`src/rtl/hazard_sequencer.sv`:
```
// Pipeline control for the 5-stage core: load-use stall, mispredict flush, mul/div wait.
// Stage controls are combinational from state and inputs; counters and err are registered.
module hazard_sequencer #(
   parameter int REG_ADDR_W = 5,
   parameter int CNT_W      = 16,
   parameter int MC_TIMEOUT = 64
) (
   input  logic                  clk,
   input  logic                  rst_n,
   input  logic [REG_ADDR_W-1:0] if_id_rs1,
   input  logic [REG_ADDR_W-1:0] if_id_rs2,
   input  logic                  if_id_use_rs1,
   input  logic                  if_id_use_rs2,
   input  logic [REG_ADDR_W-1:0] id_ex_rd,
   input  logic                  id_ex_mem_read,
   input  logic                  id_ex_mc_op,
   input  logic                  ex_mispredict,
   input  logic                  mc_done,
   output logic                  pc_en,
   output logic                  if_id_en,
   output logic                  id_ex_en,
   output logic                  if_id_flush,
   output logic                  id_ex_flush,
   output logic                  ctrl_sel,
   output logic                  mc_start,
   output logic                  ex_hold,
   output logic [CNT_W-1:0]      stall_cnt,
   output logic [CNT_W-1:0]      flush_cnt,
   output logic                  err
);

   localparam int WAIT_W = $clog2(MC_TIMEOUT + 1);

   typedef enum logic {RUN, MC_WAIT} state_t;

   state_t            state;
   logic [WAIT_W-1:0] wait_cnt;
   logic              lu;
   logic              timeout;
   logic              release_mc;

   assign lu = id_ex_mem_read && (id_ex_rd != '0) &&
               ((if_id_use_rs1 && (if_id_rs1 == id_ex_rd)) ||
                (if_id_use_rs2 && (if_id_rs2 == id_ex_rd)));

   // Timeout releases on the MC_WAIT cycle after MC_TIMEOUT full wait cycles.
   assign timeout    = (state == MC_WAIT) && (wait_cnt == WAIT_W'(MC_TIMEOUT));
   assign release_mc = (state == MC_WAIT) && (mc_done || timeout);

   always_comb begin
      pc_en       = 1'b1;
      if_id_en    = 1'b1;
      id_ex_en    = 1'b1;
      if_id_flush = 1'b0;
      id_ex_flush = 1'b0;
      ctrl_sel    = 1'b1;
      mc_start    = 1'b0;
      ex_hold     = 1'b0;
      case (state)
         RUN: begin
            if (ex_mispredict) begin
               if_id_flush = 1'b1;
               id_ex_flush = 1'b1;
            end else if (id_ex_mc_op) begin
               mc_start = 1'b1;
               pc_en    = 1'b0;
               if_id_en = 1'b0;
               id_ex_en = 1'b0;
               ex_hold  = 1'b1;
            end else if (lu) begin
               pc_en    = 1'b0;
               if_id_en = 1'b0;
               ctrl_sel = 1'b0;
            end
         end
         MC_WAIT: begin
            if (!release_mc) begin
               pc_en    = 1'b0;
               if_id_en = 1'b0;
               id_ex_en = 1'b0;
               ex_hold  = 1'b1;
            end
         end
         default: ;
      endcase
   end

   always_ff @(posedge clk or negedge rst_n) begin
      if (!rst_n) begin
         state     <= RUN;
         wait_cnt  <= '0;
         stall_cnt <= '0;
         flush_cnt <= '0;
         err       <= 1'b0;
      end else begin
         case (state)
            RUN: begin
               if (ex_mispredict) begin
                  if (flush_cnt != '1) flush_cnt <= flush_cnt + 1'b1;
               end else if (id_ex_mc_op) begin
                  state    <= MC_WAIT;
                  wait_cnt <= '0;
                  if (mc_done) err <= 1'b1;
               end
            end
            MC_WAIT: begin
               if (ex_mispredict) err <= 1'b1;
               if (release_mc) begin
                  state <= RUN;
                  if (!mc_done) err <= 1'b1;
               end else begin
                  wait_cnt <= wait_cnt + 1'b1;
               end
            end
            default: state <= RUN;
         endcase
         if (!pc_en && (stall_cnt != '1)) stall_cnt <= stall_cnt + 1'b1;
      end
   end

endmodule
```
`config.mk`:
```
export PLATFORM = sky130hd
export DESIGN_NAME = hazard_sequencer
export DESIGN_NICKNAME = d
export VERILOG_FILES = /design/src/rtl/hazard_sequencer.sv
export SDC_FILE = /design/constraint.sdc
export NUM_CORES = 1
export LEC_CHECK = 0
export BUFFER_PORTS_ARGS = -buffer_cell sky130_fd_sc_hd__clkbuf_2
export CAP_MARGIN = 20
export CORE_UTILIZATION = 55
export CTS_CLUSTER_SIZE = 16
export DETAILED_ROUTE_END_ITERATION = 8
export HOLD_SLACK_MARGIN = 0.05
export PLACE_DENSITY = 0.85
export SLEW_MARGIN = 20
export SYNTH_ARGS = -nofsm -noshare
export SYNTH_HDL_FRONTEND = slang
export SYNTH_SLANG_ARGS = --single-unit
```
`constraint.sdc`:
```
create_clock -name clk -period 5.3 [get_ports clk]
set_input_delay 1.06 -clock clk [delete_from_list [all_inputs] [get_ports clk]]
set_output_delay 1.06 -clock clk [all_outputs]
set_load 0.1 [all_outputs]
```
## Word-level counts from Yosys, hierarchy flattened

Cells that the tools add are included.

- Reductions and logical operators: 14
- Equality and inequality tests: 9
- Multiplexer cells: 29
- Add/sub/neg operators: 3
- Bitwise logic cells: 1

Operator list:

| kind | count |
|---|---|
| 16-bit by 1-bit adder with 16-bit output, second input constant | 2 |
| 16-bit != test, second input constant | 2 |
| 1-bit two-way mux | 21 |
| 7-bit two-way mux | 3 |
| 7-bit case mux with 2 select lines | 1 |
| 5-bit == test | 2 |
| 3-bit AND reduction | 3 |
| 2-bit != test, second input constant | 4 |
| 1-bit case mux with 2 select lines | 4 |
| 7-bit by 1-bit adder with 7-bit output, second input constant | 1 |
| 7-bit == test, second input constant | 1 |
| 1-bit logical AND | 7 |
| 5-bit nonzero test | 1 |
| 1-bit logical OR | 2 |
| 1-bit logical NOT | 1 |
| 1-bit NOT | 1 |

- Input bits: 23
- Logic and storage cells: 61
- Register bits: 41
- Output and inout port bits: 41

## Longest topological paths before layout

- Word-level depth: 10
- Mapped depth: 10
- Depth with buffers taken out: 9

## Least setup slack after synthesis

No wires, ideal clock.

- Kind: input -> output
- Start point: in ex_mispredict
- End point: out pc_en
- Stages on the path: 6
- Required time: 4.240 ns
- Arrival: 3.460 ns
- Buffers on the path: 2
- Slack: 0.780 ns
- Path through: inv_1 -> and3_1 -> buf_2 -> and2b_4 -> o21a_1 -> buf_4

- Longest elaborated chain between the ends: 2

RTL lines:

| element | line | source |
|---|---|---|
| start, declared | 17 | `input logic ex_mispredict,` |
| 1-bit two-way mux | - |  |
| 1-bit case mux with 2 select lines | - |  |
| end, declared | 19 | `output logic pc_en,` |

No other way between the ends.

## Final worst setup path

- Start point: in id_ex_rd[1]
- End point: out if_id_en

- Longest elaborated chain between the ends: 8
- Elaborated cells on any way between the ends: 12
- Classes of those cells: 2 x eq/ne; 4 x mux; 6 x reduce/logical

RTL lines:

| element | line | source |
|---|---|---|
| start, declared | 14 | `input logic [REG_ADDR_W-1:0] id_ex_rd,` |
| 5-bit == test (on tied branches) | 43, 44 |  |
| 1-bit logical AND (on tied branches) | 43, 44 |  |
| 1-bit logical OR | 43 | `((if_id_use_rs1 && (if_id_rs1 == id_ex_rd)) \|\|` |
| 1-bit logical AND * | 42 | `assign lu = id_ex_mem_read && (id_ex_rd != '0) &&` |
| 1-bit two-way mux * | 70 | `end else if (lu) begin` |
| 1-bit two-way mux * | 64 | `end else if (id_ex_mc_op) begin` |
| 1-bit two-way mux * | 61 | `if (ex_mispredict) begin` |
| 1-bit case mux with 2 select lines * | 59 | `case (state)` |
| end, declared | 20 | `output logic if_id_en,` |

Every way passes the cells marked *; elsewhere a longest branch is shown, timed or not.

==> results.tsv <==
metric	value	unit
die width	64.0	um
Seq/Total Area, Yosys	0.486	
initial antenna violation count	0	
minimum clock period	3.73	ns
first-pass GRT wire length	6800	um
Data required, critical path	4.24	ns
Max Fclk	268	MHz
H-tree depth	2	
Post-Synthesis Cell Area	2110	sq um
clock root buffer	clkbuf_8	
worst-path cell chain	clkbuf_2, or4_1, o2111ai_2, o21a_1, clkbuf_2	
Mapped Avg Cell Area	10.4	sq um
pwr/cell area	502	nW/um^2
Cell Rows	22	
dpl cell area	2450	sq um
synthesis-to-finish area growth	21.8	%
via density per instance	5.31	
drt wl/cell	12.9	um
Critical Path End Type	output port	
Syn Nets	229	
Core Region	3660	sq um
die area	4090	sq um
pre-CTS setup slack	1.57	ns
crit path max fanout	5	
Synth Instances	202	
Max-Cap Viols	0	
GR Util All Layers	0.215	
nets@finish	295	
startpoint types	input port	
Die Y	64.0	um
R2R setup slack	3.05	ns
placed cell count	309	
Period Utilization, post-route	0.704	
Yosys top cell by area	dfrtp_1	
maximum vdd drop	0.448	mV
largest net degree at the start of global routing	42	
most common cell after layout, fill and taps aside	clkbuf_2	
clk sinks	41	
final worst setup slack	1.57	ns
Clk Latency, worst-skew pair	0.29	ns
cell class contributing the biggest share of worst-path delay	buffers and inverters	
ys async rst share	1.00	
ys flop type	dfrtp_1	
DRC	0	
Port Buffers	63	
DR pass1 iterations	4	
CTS tree	yes	
status	completed	
slew margin rel.	0.356	
Ant. Diodes	0	
CTS Hold Buffers Added	0	
gpl congestion	0.743	
WP buf/inv	2	
post-CTS sizing	0	
DRT iter0 DRCs	77	
RSZ-0062 raised after global routing	no	
Worst-Margin Slew	0.966	ns
Setup Total Neg Slack	0	ns
IO Count	64	
Setup CP Type	in2out	
Hold WS	0.483	ns
CTS buffer count	5	
largest cells by area after synthesis	dfrtp_1, xor2_1, xnor2_1	
share of layout cells above drive strength 1	0.294	
Setup-failing EPs final	0	
total leakage power	1.27	nW
Post-Route WL	4090	um
total number of yosys warnings	0	
Final Slew Violations	0	
Hold Path Class	reg2reg	
most used cell along the critical path	clkbuf_2	
Initial Util	0.577	
most frequent cells in the layout	clkbuf_2, dfrtp_1, xor2_1	
skew final	0.00967	ns
vias in the first global route	1605	
Filler cells	287	
Netlist cell types	40	
Final Instance Area	2570	sq um
Via Count	1684	
Critical Path AT	2.67	ns
Detailed Place HPWL	3080	um
post-CTS setup buffer count	0	
antenna violation net count after detailed routing	0	
Hold Vio Cnt, Final	0	
Final Util	0.702	
synthesized flop and latch total	41	
non-filler cells, final	317	
clock transition at the registers of the reported paths	0.08	ns
grt total ovfl	0	
CP peak stage delay	0.55	ns
worst-case clock buffer depth	2	
number of flops mapped to enable cells by yosys	0	
critical path's slowest cell	or4_1	
area fraction of the dominant cell type after synthesis	0.486	
Design Power	1.29	mW
## worst paths after layout
kind,start,endpoint,cells after the start
setup / recovery,id_ex_rd[1],if_id_en,5
hold / removal,err$_DFFE_PN0P_,err$_DFFE_PN0P_,2
setup reg to reg,wait_cnt[0]$_DFFE_PN0P_,stall_cnt[1]$_DFFE_PN0P_,8
hold reg to reg,err$_DFFE_PN0P_,err$_DFFE_PN0P_,2
max in group asynchronous,rst_n,flush_cnt[5]$_DFFE_PN0P_,1
min in group asynchronous,rst_n,stall_cnt[5]$_DFFE_PN0P_,1
## Yosys cell counts (all sizes together) (2+ instances only)
| library cell | count |
|---|---|
| dfrtp | 41 |
| xor2 | 23 |
| nand2 | 18 |
| xnor2 | 17 |
| nand3 | 15 |
| nor2 | 14 |
| inv | 9 |
| nand4 | 8 |
| nor3 | 6 |
| and3 | 5 |
| o21ai | 5 |
| buf | 4 |
| ha | 4 |
| or3 | 4 |
| nor4 | 3 |
| a21oi | 2 |
| mux2 | 2 |
| nand2b | 2 |
| nor4b | 2 |
| o21a | 2 |
| o31ai | 2 |
## cell type report
type                    instances  area [sq um]  area share
flip-flops and latches         41          1030       0.399
multi-input cells             148          1020       0.396
repair buffers                 63           315       0.123
clock buffers                   5          68.8      0.0268
well taps                      48          60.1      0.0234
clock inverters                 3          46.3      0.0180
inverters                       9          36.3      0.0141
## worst min-delay path, delay by kind of cell (launching register included)
kind | cells | cell delay [ns]
AOI/OAI and AO/OA | 2 | 0.10
DFF | 1 | 0.35
## logic make-up after synthesis
group                    share of synthesized area
AND/OR/NAND/NOR                              0.205
buffers and inverters                       0.0320
adder cells (fa/ha/maj)                     0.0237
flip-flops                                   0.486
AO/OA/AOI/OAI                               0.0765
multiplexers                                0.0107
XOR/XNOR                                     0.166
## power by group
group / internal [mW] / switching, mW / leakage, nW
combinational: 0.104 / 0.499 / 0.678
clock: 0.141 / 0.108 / 0.0543
sequential: 0.368 / 0.0701 / 0.535
total: 0.613 / 0.677 / 1.27
## per-layer routing
metal	global-route usage	vias to the layer above	wire length, um
met5	0	-	0
met4	0.0483	0	19
met3	0.0696	2	265
met2	0.387	53	2080
met1	0.246	799	1730
li1	-	830	-
## state kept, by name (all words and copies together), names as in the netlist
name,cells
err,1
wait_cnt,7
stall_cnt,16
flush_cnt,16
state,1
Power figures use the tool's default switching activity.
